<file path="src/rtl/decoder_pulse.sv">
// decoder_pulse
// Registered, width-guaranteed one-hot strobe generator. A W-bit selector is
// captured on a request strobe and the selected output line is held high for
// PULSE cycles, followed by at least GAP all-zero cycles (break-before-make).
// One further request can be parked in a pending slot while a pulse is in
// flight; a request arriving while that slot is occupied is dropped and
// flagged on the sticky ovf output.
//
// Ports:
//   clk_sys  in   system clock, rising edge
//   clr      in   asynchronous active-high reset
//   req      in   request strobe, sampled on the rising edge
//   i        in   [0:W-1] selector, i[0] is the MSB
//   o        out  [0:2**W-1] registered one-hot outputs, o[k] for k = value of i
//   busy     out  high while a pulse/gap is in progress or a request is pending
//   done     out  one-cycle pulse in the first gap cycle after each pulse
//   ovf      out  sticky: a request was dropped; cleared only by clr
module decoder_pulse #(
  parameter int W     = 3,
  parameter int PULSE = 4,
  parameter int GAP   = 1
) (
  input  logic             clk_sys,
  input  logic             clr,
  input  logic             req,
  input  logic [0:W-1]     i,
  output logic [0:2**W-1]  o,
  output logic             busy,
  output logic             done,
  output logic             ovf
);

  localparam int N    = 2 ** W;
  localparam int MAXC = (PULSE > GAP) ? PULSE : GAP;
  localparam int CW   = $clog2(MAXC + 1);

  typedef enum logic [1:0] {
    ST_IDLE,
    ST_ACTIVE,
    ST_GAP
  } state_t;

  state_t          state_reg, state_next;
  logic [CW-1:0]   cnt_reg, cnt_next;
  logic [0:W-1]    cur_reg, cur_next;
  logic [0:W-1]    pend_reg, pend_next;
  logic            pend_valid_reg, pend_valid_next;
  logic            ovf_reg, ovf_next;
  logic            done_next;
  logic            busy_next;
  logic [0:N-1]    o_reg, o_next;
  logic            done_reg, busy_reg;

  always_ff @(posedge clk_sys or posedge clr) begin
    if (clr) begin
      state_reg      <= ST_IDLE;
      cnt_reg        <= '0;
      cur_reg        <= '0;
      pend_reg       <= '0;
      pend_valid_reg <= 1'b0;
      ovf_reg        <= 1'b0;
      done_reg       <= 1'b0;
      busy_reg       <= 1'b0;
      o_reg          <= '0;
    end else begin
      state_reg      <= state_next;
      cnt_reg        <= cnt_next;
      cur_reg        <= cur_next;
      pend_reg       <= pend_next;
      pend_valid_reg <= pend_valid_next;
      ovf_reg        <= ovf_next;
      done_reg       <= done_next;
      busy_reg       <= busy_next;
      o_reg          <= o_next;
    end
  end

  always_comb begin
    state_next      = state_reg;
    cnt_next        = cnt_reg;
    cur_next        = cur_reg;
    pend_next       = pend_reg;
    pend_valid_next = pend_valid_reg;
    ovf_next        = ovf_reg;
    done_next       = 1'b0;

    unique case (state_reg)
      ST_IDLE: begin
        // The pending slot is always empty here, so a request starts directly.
        if (req) begin
          state_next = ST_ACTIVE;
          cur_next   = i;
          cnt_next   = CW'(PULSE - 1);
        end
      end

      ST_ACTIVE: begin
        if (cnt_reg == '0) begin
          state_next = ST_GAP;
          cnt_next   = CW'(GAP - 1);
          // done is registered, so it appears in the first gap cycle.
          done_next  = 1'b1;
        end else begin
          cnt_next = cnt_reg - 1'b1;
        end
        if (req) begin
          if (!pend_valid_reg) begin
            pend_next       = i;
            pend_valid_next = 1'b1;
          end else begin
            ovf_next = 1'b1;
          end
        end
      end

      ST_GAP: begin
        if (cnt_reg == '0) begin
          if (pend_valid_reg) begin
            // Consume the pending slot; a request on this same edge refills it.
            state_next      = ST_ACTIVE;
            cur_next        = pend_reg;
            cnt_next        = CW'(PULSE - 1);
            pend_next       = i;
            pend_valid_next = req;
          end else if (req) begin
            // Would have been parked and consumed on the same edge: start it
            // straight away rather than stranding it behind an IDLE state.
            state_next = ST_ACTIVE;
            cur_next   = i;
            cnt_next   = CW'(PULSE - 1);
          end else begin
            state_next = ST_IDLE;
          end
        end else begin
          cnt_next = cnt_reg - 1'b1;
          if (req) begin
            if (!pend_valid_reg) begin
              pend_next       = i;
              pend_valid_next = 1'b1;
            end else begin
              ovf_next = 1'b1;
            end
          end
        end
      end

      default: begin
        state_next = ST_IDLE;
      end
    endcase

    busy_next = (state_next != ST_IDLE) || pend_valid_next;
  end

  // Output decode works on next-state values so the lines are driven straight
  // from flops, giving the 1-cycle latency from sampled req to o.
  for (genvar gi = 0; gi < N; gi++) begin : g_dec
    assign o_next[gi] = (state_next == ST_ACTIVE) && (cur_next == W'(gi));
  end

  assign o    = o_reg;
  assign busy = busy_reg;
  assign done = done_reg;
  assign ovf  = ovf_reg;

endmodule

</file>
<file path="config.mk">
export PLATFORM = sky130hd
export DESIGN_NAME = decoder_pulse
export DESIGN_NICKNAME = d
export VERILOG_FILES = /design/src/rtl/decoder_pulse.sv
export SDC_FILE = /design/constraint.sdc
export NUM_CORES = 1
export LEC_CHECK = 0
export ABC_AREA = 1
export ABC_CLOCK_PERIOD_IN_PS = 3500
export BUFFER_PORTS_ARGS = -buffer_cell sky130_fd_sc_hd__buf_2
export CORE_MARGIN = 1
export CORE_UTILIZATION = 48
export DETAILED_ROUTE_END_ITERATION = 10
export GPL_TIMING_DRIVEN = 0
export PLACE_DENSITY = 0.69
export SLEW_MARGIN = 20
export SYNTH_ARGS = -nofsm -noshare
export SYNTH_HDL_FRONTEND = slang
export SYNTH_SLANG_ARGS = --single-unit
</file>
<file path="constraint.sdc">
create_clock -name clk_sys -period 3.5 [get_ports clk_sys]
set_clock_uncertainty 0.1 [all_clocks]
set_input_delay 0.35 -clock clk_sys [delete_from_list [all_inputs] [get_ports clk_sys]]
set_output_delay 0.35 -clock clk_sys [all_outputs]
set_load 0.01 [all_outputs]
</file>
Word level (Yosys, flattened, before mapping)

Index checks and enable logic that the tools add are counted.

Word-level logic and storage cells: 69
Bits in registers: 23
Bits of input ports: 6

Reductions and logical operators: 17
Equal/unequal tests: 12
Add/sub/neg operators: 1
Muxes and demuxes: 30

Operator list:

| cell                  | number |
|---|---|
| $mux W3               | 11 |
| $eq A3 B3 Y1 const B  | 4 |
| $pmux W3 S2           | 2 |
| $mux W1               | 10 |
| $pmux W3 S3           | 1 |
| $logic_and A1 B1 Y1   | 8 |
| $eq A3 B2 Y1 const B  | 2 |
| $logic_not A3 Y1      | 2 |
| $mux W2               | 3 |
| $pmux W2 S3           | 1 |
| $eq A2 B1 Y1 const B  | 2 |
| $pmux W1 S2           | 2 |
| $reduce_and A2 Y1     | 2 |
| $reduce_bool A2 Y1    | 2 |
| $eq A3 B1 Y1 const B  | 1 |
| $ne A3 B3 Y1 const B  | 1 |
| $reduce_bool A3 Y1    | 1 |
| $sub A3 B1 Y3 const B | 1 |
| $eq A2 B2 Y1 const B  | 1 |
| $logic_not A2 Y1      | 1 |
| $ne A2 B2 Y1 const B  | 1 |
| $logic_or A1 B1 Y1    | 1 |

Logic depth before layout (Yosys ltp)

Gate-level depths: netlist of the first run.

Depth after elaboration: 6
Mapped depth: 12

Worst setup path after synthesis of the first run

No wires, ideal clock.

Kind: register to register
Start: register state_reg[0]
End: register o_reg, in the netlist o[0]
Buffers on the path: 0
Required time: 3.328 ns
Setup slack: 1.878 ns
Cell stages (with the launch flop): 11
Data arrival time: 1.450 ns
Setup time: 0.072 ns
Cell sequence: dfrtp_1 inv_1 ha_1 inv_2 nor2_4 nand2_1 nand3_2 nand2_4 nor2_4 nand3_2 nor2_1

Word-level cells in the longest chain between the ends: 4
Elaborated cells between the ends (all ways): 11
Those cells by class: eq/ne: 3; mux: 5; reduce/logical: 3

RTL lines:

| item                                                    | RTL line | RTL |
|---|---|---|
| from (decl)                                             | 43       | `state_t state_reg, state_next;` |
| from (signal assigned)                                  | 66       | `state_reg <= state_next;` |
| $eq A2 B2 Y1, or another cell as far along              | 87       | `unique case (state_reg)` |
| $pmux W2 S3 / $pmux W3 S2 (equally long branches)       | 87       |  |
| $eq A2 B1 Y1 / $logic_not A3 Y1 (equally long branches) | 158      | `assign o_next[gi] = (state_next == ST_ACTIVE) && (cur_next == W'(gi));` |
| $logic_and A1 B1 Y1 *                                   | 158      |  |
| via o_next (one bit)                                    | 51       | `logic [0:N-1] o_reg, o_next;` |
| to (signal assigned)                                    | 74       | `o_reg <= o_next;` |
| to (decl)                                               | 51       |  |

Mark *: on every way through the listed nets, which the timed path passes. The rest lies on a longest branch.
A chain may end at the register's enable or synchronous reset.

Worst setup path after layout of the first run

Start: register state_reg[0]
End: register o_reg, in the netlist o[2]

Word-level cells in the longest chain between the ends: 4
Elaborated cells between the ends (all ways): 11
Those cells by class: eq/ne: 4; mux: 5; reduce/logical: 2

RTL lines:

| item                                                | RTL line |
|---|---|
| $eq A2 B2 Y1, or another cell as far along          | 87 |
| $pmux W3 S2 / $pmux W2 S3 (equally long branches)   | 87 |
| $eq A3 B2 Y1 / $eq A2 B1 Y1 (equally long branches) | 158 |
| $logic_and A1 B1 Y1 *                               | 158 |
| via o_next (one bit)                                | 51 |

Marked as above.

==> flow_summary.toml, run 1 <==
[clocking]
cts.htree.levels = 1
path_clk_slew_ns = 0.13
clkSinkCount = 23
insertion_delay_ns = 0.32
ctsLongestPathBuffers = 2
cts_buffers = 3
postCtsSetupBuffers = 0
cts_resized = 0
clockRootBuffer = "clkbuf_4"
tritoncts = "yes"
hold_buffers = 0

[job]
max_cap_violations = 0

[final_layout]
final_cell_mix = "32 x nand2_1, 28 x inv_1, 23 x dfrtp_1"
areaGrowthSynthToFinish_pct = 11.31
nFillCells = 217
regArea_um2 = 575.6
multi_input_area_um2 = 520.5
drive_gt1_share_pct = 19.64
final_common_cell = "nand2_1"
largest_reg_flops = 8
diodes = 0
utilization_pct = 58.99
nNetsFinal = 182

[timing]
fmaxAchievable_ghz = 0.5191
rsz0062_at_grt = "no"
worstMarginPinSlew_ns = 0.8589
setup_viol = 0
slew_violations = 0
hold_violations = 0
relSlewSlack_pct = 42.68
fin_setup_tns_ns = 0
finalCritPeriodShare_pct = 55.04
timing.final.crit_period_ns = 1.926

[setup_path]
cp.required_ns = 3.67
critPathKind = "reg -> reg"
path_max_fanout = 7
end_kind = "register"
cp_cell_sequence = "inv_1, ha_1, inv_2, nor2_4, nand2_1, nand3_2, nand2_4, nor2_4, nand3_2, nor2_1"
startpoint_type = "register"
critPathArrivalTime_ns = 2.09
cp_slowest_cell = "dfrtp_1"
critPathMaxStageDelay_ns = 0.47

[die]
start_util_pct = 53.00
dieArea_um2 = 2742
rows = 17
core_area_um2 = 2297
die_h_um = 52.36
num_io_pins = 17
die_x_um = 52.36

[synthesis]
syn-num-nets = 162
ys_warn_count = 0
synth_cells = 149
synth.area.top_cells = "dfrtp_1 47%, nand2_1 9.9%, inv_1 8.6%, ha_1 7.2%, nor2_1 4.3%"
postSynthAreaPerCell_um2 = 8.171
syn_area_um2 = 1217
post-synth-top-area-cell = "dfrtp_1"
yosys.area.top_type_share_pct = 47.28
ys_seq_area_share_pct = 47.28
yosys_register_bits = 23
synth_cell_types = 21

[global_route]
antenna_found_initial = 0
use_met3_pct = 2.609
gr-usage-met1_pct = 27.16
gr-usage-all-layers_pct = 20.81
grt_pass1_wl_um = 4098
grt_pass1_vias = 983
overflow = 0
grt.busiest_layer = "met2"
grt_max_degree = 24
grt_use_met2_pct = 33.54

[pwr]
irDropWorstVdd_mv = 0.5575
pwr-share-clk_pct = 11.0
power_switching_w = 0.0005616
p_int_w = 0.0006168
sequentialPowerShare_pct = 35.9
p_comb_share_pct = 53.0
sw_frac_of_total_pct = 47.66
p_per_area_nw_per_um2 = 869.7
p_leak_nw = 0.7647

[placement]
port-buffer-count = 15
dp_hpwl_um = 1736
place_congestion = 0.8000

[detailed_routing]
viasPerCell = 5.138
drc = 0
drtIter0Drc = 23
wl_per_cell_um = 12.03
antenna_left = 0
dr_total_vias = 1007
wl_um = 2357
dr.pass1.iters = 4

[hold_path]
hold_path.class = "in -> async"

[run_status]
status = "completed"
[area by class of cell]
cell class	count	area share (%)
well taps	28	2.585
flip-flops and latches	23	42.47
clock buffers	3	1.662
inverters	31	8.587
multi-input cells	94	38.41
repair buffers	15	5.540
clock inverters	1	0.3693
plain buffers	1	0.3693
[worst paths after layout]
kind	from	endpoint	slack, ns	cells past startpoint
max reg2reg	state_reg[0]$_DFF_PP0_	o[2]$_DFF_PP0_	1.57	10
min reg2reg	ovf$_DFFE_PP0P_	ovf$_DFFE_PP0P_	0.38	2
min in group clk_sys	i[2]	pend_reg[2]$_DFFE_PP0P_	0.14	3
max in group asynchronous	clr	busy$_DFF_PP0_	2.70	2
min	clr	pend_reg[2]$_DFFE_PP0P_	0.08	2
max	state_reg[0]$_DFF_PP0_	o[2]$_DFF_PP0_	1.57	10
[cells in the mapped netlist (all sizes together)]
cell type  number
o21ai          11
inv            31
nand4           1
nor2           16
a21oi           7
o22ai           1
o31ai           1
ha              7
a22oi           1
nand2          37
nand3          10
dfrtp          23
o211ai          2
buf             1
[through the flow]
stage	cell area, um^2	hold WS, ns	total power, W	setup slack (ns)	cells
after global routing	1355	0.1513	0.001294	1.365	196
after detailed placement	1328	0.3481	0.001051	1.615	192
final	1355	0.08055	0.001178	1.574	196
after global placement	1328	0.3479	0.001026	1.676	192
after floorplan	1217	0.2519	0.0009022	1.878	149
after CTS	1355	0.1082	0.001178	1.576	196
[power groups by stage]
stage | logic (W) | registers (W) | clock network (W)
floorplan | 0.000472 | 0.000430 | 0
global placement | 0.000603 | 0.000422 | 0
detailed placement | 0.000624 | 0.000427 | 0
CTS | 0.000627 | 0.000422 | 0.000130
global route | 0.000722 | 0.000433 | 0.000140
finish | 0.000625 | 0.000424 | 0.000130
[cells by family after synthesis]
family / after synthesis / share of synthesized area, %
buf+inv: 32 / 9.969
compound gates: 23 / 10.69
flops: 23 / 47.28
simple gates: 64 / 24.87
fa+ha+maj: 7 / 7.194
[metal layers]
metal	wire length, um	part of all wire (%)
met4	50	2.1
met5	0	0
met2	1079	46
met1	1140	48
met3	87	3.7
[worst max-delay path, delay by kind of cell (launching register included)]
kind / cells / cell delay [ns]
buffers and inverters: 2 / 0.22
DFF: 1 / 0.47
adders and majority gates: 1 / 0.31
and+or+nand+nor: 7 / 0.75
Note: power is estimated with default switching activity, not from simulation.
==> inputs of run 2 (changes only) <==
--- a/config.mk
+++ b/config.mk
@@ -5,8 +5,8 @@
 export SDC_FILE = /design/constraint.sdc
 export NUM_CORES = 1
 export LEC_CHECK = 0
-export ABC_AREA = 1
-export ABC_CLOCK_PERIOD_IN_PS = 3500
+export ABC_AREA = 0
+export ABC_CLOCK_PERIOD_IN_PS = 1900
 export BUFFER_PORTS_ARGS = -buffer_cell sky130_fd_sc_hd__buf_2
 export CORE_MARGIN = 1
 export CORE_UTILIZATION = 48
==> constraint.sdc (replaced) <==
create_clock -name clk_sys -period 1.9 [get_ports clk_sys]
set_clock_uncertainty 0.1 [all_clocks]
set_input_delay 0.19 -clock clk_sys [delete_from_list [all_inputs] [get_ports clk_sys]]
set_output_delay 0.19 -clock clk_sys [all_outputs]
set_load 0.01 [all_outputs]
==> run 2 against run 1 <==
The flow now finishes with violations (setup timing). Core utilization is 11 points higher. Area after synthesis up 1.2%. Fmax is 3.5% lower. Critical path depth is 3 lower. Design area is 20% higher. Routed wire length rose by 15%. Critical path type unchanged. Critical endpoint is now o[0]$_DFF_PP0_. Largest cell class is now multi-input combinational cells. Highest routed layer unchanged.
==> flow_summary.toml, run 2 <==
[global_route]
grt_pass1_wl_um = 4250
antenna_found_initial = 0
overflow = 0
grt_max_degree = 24
grt_pass1_vias = 942
gr-usage-all-layers_pct = 21.67

[clocking]
tritoncts = "yes"
clkSinkCount = 23
cts.htree.levels = 1
clockRootBuffer = "clkbuf_4"
path_clk_slew_ns = 0.14
ctsLongestPathBuffers = 2
insertion_delay_ns = 0.33
cts_buffers = 3

[synthesis]
yosys_register_bits = 23
synth_common_cells = "23 x dfrtp_1, 11 x nand2_1, 7 x ha_1"
synth_edf_count = 0
synth_cells = 113
syn_area_um2 = 1232
postSynthAreaPerCell_um2 = 10.91
syn-num-nets = 126
ys_warn_count = 0
synth_cell_types = 37
ys_seq_area_share_pct = 46.70
yosys.area.top_type_share_pct = 46.70
post-synth-top-area-cell = "dfrtp_1"
yosys.cell_count.top_type = "dfrtp_1"
ys_async_sr_fraction_pct = 100.0
synth.area.top_cells = "dfrtp_1 47%, ha_1 7.1%, nand2_1 3.4%, mux2_1 2.7%, o211ai_1 2.4%"
synth-main-ff-cell = "dfrtp_1"

[final_layout]
multi_input_area_um2 = 726.9
utilization_pct = 70.10
diodes = 0
nFillCells = 178
final_cell_mix = "22 x dfrtp_1, 18 x buf_2, 15 x buf_4"
final_common_cell = "dfrtp_1"
nNetsFinal = 163
areaGrowthSynthToFinish_pct = 31.88
regArea_um2 = 576.8
largest_reg_flops = 8
drive_gt1_share_pct = 43.62
fin_cells = 177

[die]
die_h_um = 52.67
die_x_um = 52.67
num_io_pins = 17
core_area_um2 = 2318
start_util_pct = 53.16
rows = 17
dieArea_um2 = 2774

[detailed_routing]
dr.pass1.iters = 4
wl_per_cell_um = 15.32
viasPerCell = 5.537
antenna_left = 0
dr_total_vias = 980
drtIter0Drc = 10
drc = 0
wl_um = 2711

[setup_path]
path_max_fanout = 6
startpoint_type = "register"
r2r-end = "o[0]$_DFF_PP0_"
end_kind = "register"
worstRegToRegCells = 7
r2r_slack_ns = -0.1
cp_slowest_cell = "dfrtp_2"
crit_top_cell = "o211ai_1"
worstSetupStartpoint = "state_reg[1]$_DFF_PP0_"
critPathArrivalTime_ns = 2.16
critPathMaxStageDelay_ns = 0.49
cp.required_ns = 2.06
worstReg2RegStart = "state_reg[1]$_DFF_PP0_"
critPathKind = "reg -> reg"
endpoint = "o[0]$_DFF_PP0_"
cp_cell_sequence = "ha_4, and4bb_1, o211ai_1, o211ai_1, buf_4, nor3b_4, nor3b_2"

[pwr]
power_switching_w = 0.001109
pwr-share-clk_pct = 8.8
p_per_area_nw_per_um2 = 1655
sw_frac_of_total_pct = 41.25
sequentialPowerShare_pct = 29.3
p_comb_share_pct = 61.9
p_int_w = 0.001580
p_leak_nw = 0.7779
irDropWorstVdd_mv = 0.9973

[timing]
rsz0062_at_grt = "yes"
finalCritPeriodShare_pct = 105.0
hold_violations = 0
whs_ns = 0.009502
relSlewSlack_pct = 43.33
setup_viol = 11
fmaxAchievable_ghz = 0.5011
slew_violations = 0
timing.final.crit_period_ns = 1.996
worstMarginPinSlew_ns = 0.8492
setup_slack_ns = -0.09581

[placement]
dp_cells = 156
port-buffer-count = 15
dp_hpwl_um = 1668
place_congestion = 0.7947

[hold_path]
hold_path.class = "in -> reg"

[job]
max_cap_violations = 0

[run_status]
status = "finished, violations left"
violations = "setup timing"
run 2: stage by stage:
step,setup WS [ns],instance area (um^2),power [W],TNS [ns]
after global routing,-0.2030,1625,0.002878,-1.619
after floorplan,0.006286,1252,0.001707,0
after global placement,-0.1813,1363,0.001943,-1.108
final,-0.09581,1625,0.002690,-0.6186
after detailed placement,-0.2619,1363,0.001984,-1.893
after CTS,-0.03756,1534,0.002430,-0.1926
run 2: how the worst min path moves through the flow:
stage,endpoint,startpoint,cells past startpoint
2_1_floorplan,busy$_DFF_PP0_,clr,1
3_3_place_gp,pend_reg[2]$_DFFE_PP0P_,clr,2
3_5_place_dp,done$_DFF_PP0_,clr,2
4_1_cts,pend_reg[0]$_DFFE_PP0P_,i[0],2
5_1_grt,pend_reg[0]$_DFFE_PP0P_,i[0],2
6_report,pend_reg[0]$_DFFE_PP0P_,i[0],2
run 2: layer usage:
metal / up-vias / global-route usage [%] / share of wire, %
li1: 468 / - / -
met1: 486 / 26.71 / 42
met2: 21 / 36.92 / 52
met3: 5 / 2.609 / 3.7
met4: 0 / 10.53 / 1.7
met5: - / 0 / 0
run 2: final cells by class:
class | count | area share [%]
Buffer | 2 | 0.6159
Clock buffer | 3 | 1.386
Tap cell | 28 | 2.156
Sequential cell | 23 | 35.49
Multi-Input combinational cell | 80 | 44.73
Inverter | 6 | 1.540
Timing Repair Buffer | 34 | 13.78
Clock inverter | 1 | 0.3079
run 2: cells by family after synthesis:
group | count (synthesis) | share of synthesized area, %
DFF | 23 | 46.70
muxes | 4 | 3.553
adders and majority gates | 7 | 7.106
AOI/OAI and AO/OA | 24 | 15.43
and+or+nand+nor | 45 | 23.55
buffers and inverters | 10 | 3.655
run 2: critical path: cells and delay by family, from the launching register on:
family	cells	cell delay (ns)
AOI/OAI and AO/OA	2	0.35
DFF	1	0.49
and+or+nand+nor	3	0.60
adders and majority gates	1	0.21
buffers and inverters	1	0.18
run 2: power groups by stage:
stage	Sequential (W)	Combinational [W]	Clock (W)
after floorplan	0.000818	0.000889	0
after global placement	0.000788	0.00116	0
after detailed placement	0.000799	0.00118	0
after CTS	0.000782	0.00141	0.000236
after global routing	0.000806	0.00182	0.000255
final	0.000788	0.00166	0.000238
run 2: timing repair:
item	CTS	global route
cloned	0	0
gates resized for setup	12	15
hold buffers	2	0
setup buffers	13	4
hold endpoints to repair	24	0
endpoints found under the setup margin	12	12
pin swaps	9	8
==> inputs of run 3 (changes only) <==
--- a/config.mk
+++ b/config.mk
@@ -12,7 +12,7 @@
 export CORE_UTILIZATION = 48
 export DETAILED_ROUTE_END_ITERATION = 10
 export GPL_TIMING_DRIVEN = 0
-export PLACE_DENSITY = 0.69
+export PLACE_DENSITY_LB_ADDON = 0.08
 export SLEW_MARGIN = 20
 export SYNTH_ARGS = -nofsm -noshare
 export SYNTH_HDL_FRONTEND = slang
==> run 3 against run 2 <==
The run still ends with setup timing left. Critical path depth unchanged. Clock power decreased by 2%. Design area unchanged. Flip-flop and latch count unchanged. Core utilization unchanged. Critical path type unchanged.
==> flow_summary.toml, run 3 (synthesized netlist as in run 2, its figures left out) <==
[run_status]
status = "finished, violations left"
violations = "setup timing"

[setup_path]
critPathArrivalTime_ns = 2.17
cp.required_ns = 2.04
critPathKind = "reg -> reg"
end_kind = "register"
r2r_slack_ns = -0.12
path_max_fanout = 6
startpoint_type = "register"

[detailed_routing]
dr.pass1.iters = 4
wl_met3_um = 82
drtIter0Drc = 13
viasPerCell = 5.494
dr_wl_met2_um = 1271
wl_per_cell_um = 14.83
wl_met1_um = 1186
top_layer_used = "met4"
dr_total_vias = 967
wl_um = 2610
drc = 0
antenna_left = 0

[pwr]
p_comb_share_pct = 62.5
pwr-share-clk_pct = 8.6
p_per_area_nw_per_um2 = 1666
p_leak_nw = 0.7769
power_switching_w = 0.001102
p_int_w = 0.001606
irDropWorstVdd_mv = 1.223
sw_frac_of_total_pct = 40.69
sequentialPowerShare_pct = 28.9

[timing]
setup_viol = 12
finalCritPeriodShare_pct = 106.5
hold_violations = 0
rsz0062_at_grt = "yes"
relSlewSlack_pct = 41.66
setup_slack_ns = -0.1239
fmaxAchievable_ghz = 0.4941
worstMarginPinSlew_ns = 0.8742
slew_violations = 0
whs_ns = 0.006887
timing.final.crit_period_ns = 2.024

[die]
num_io_pins = 17
rows = 17
core_area_um2 = 2318
die_h_um = 52.67
dieArea_um2 = 2774
start_util_pct = 53.16
die_x_um = 52.67

[global_route]
grt_pass1_vias = 930
grt_max_degree = 24
antenna_found_initial = 0
grt_pass1_wl_um = 4209
overflow = 0
gr-usage-all-layers_pct = 21.25

[hold_path]
hold_path.class = "in -> reg"

[job]
max_cap_violations = 0

[final_layout]
largest_reg_flops = 8
nFillCells = 175
final_cell_mix = "22 x dfrtp_1, 18 x buf_2, 13 x buf_4"
diodes = 0
final_common_cell = "dfrtp_1"
drive_gt1_share_pct = 42.57
areaGrowthSynthToFinish_pct = 31.88
nNetsFinal = 162
utilization_pct = 70.10

[clocking]
clkSinkCount = 23
cts_buffers = 3
insertion_delay_ns = 0.31
clockRootBuffer = "clkbuf_4"
tritoncts = "yes"
cts.htree.levels = 1
path_clk_slew_ns = 0.14
ctsLongestPathBuffers = 2

[placement]
dp_hpwl_um = 1708
place_congestion = 0.7293
port-buffer-count = 15
dp_slack_ns = -0.2293
==> run 3: through the flow <==
step                      setup TNS [ns]  total power [W]  cells  instance area (um^2)
final                            -0.7449         0.002707    176                  1625
after detailed placement          -1.665         0.001991    156                  1363
after CTS                        -0.4111         0.002509    171                  1549
after floorplan                        0         0.001707    113                  1252
after global routing              -1.733         0.002900    176                  1625
after global placement            -1.214         0.001946    156                  1363
==> run 3: worst paths after layout <==
| check | end | startpoint | depth (start not counted) |
|---|---|---|---|
| worst max-delay path | o[0]$_DFF_PP0_ | state_reg[1]$_DFF_PP0_ | 7 |
| worst min-delay path | pend_reg[1]$_DFFE_PP0P_ | i[1] | 2 |
| worst max register to register | o[0]$_DFF_PP0_ | state_reg[1]$_DFF_PP0_ | 7 |
| worst min register to register | ovf$_DFFE_PP0P_ | ovf$_DFFE_PP0P_ | 1 |
| max in group asynchronous | state_reg[1]$_DFF_PP0_ | clr | 3 |
| min in group asynchronous | state_reg[1]$_DFF_PP0_ | clr | 3 |
==> run 3: power by group through the flow <==
stage	Clock, W	Sequential, W	Combinational (W)
after floorplan	0	0.000818	0.000889
after global placement	0	0.000787	0.00116
after detailed placement	0	0.000801	0.00119
after CTS	0.000230	0.000777	0.00150
after global routing	0.000253	0.000807	0.00184
final	0.000233	0.000783	0.00169
==> run 3: routing by layer <==
metal	global-route usage (%)	up-vias
met2	35.44	21
li1	-	470
met4	10.09	0
met5	0	-
met3	2.899	8
met1	26.78	468
==> run 3: area by class of cell <==
class                   count  area [um^2]  share of cell area [%]
well taps                  28        35.03                   2.156
inverters                   6        25.02                   1.540
repair buffers             33        221.5                   13.63
plain buffers               2        10.01                  0.6159
clock inverters             1        5.005                  0.3079
clock buffers               3        22.52                   1.386
flip-flops and latches     23        576.8                   35.49
multi-input cells          80        729.5                   44.88
==> run 3: what timing repair did <==
item	CTS	global route
resized for setup	19	8
hold endpoints to repair	23	0
hold buffers	1	0
pin swaps	8	15
endpoints found under the setup margin	12	12
setup buffers	11	6
==> run 3: worst max-delay path: stages, from the launching register on <==
cell	delay, ns
dfrtp_2	0.46
buf_6	0.13
ha_4	0.17
and4bb_1	0.20
o211ai_1	0.19
o211ai_1	0.23
nor3b_4	0.27
nor3b_2	0.21
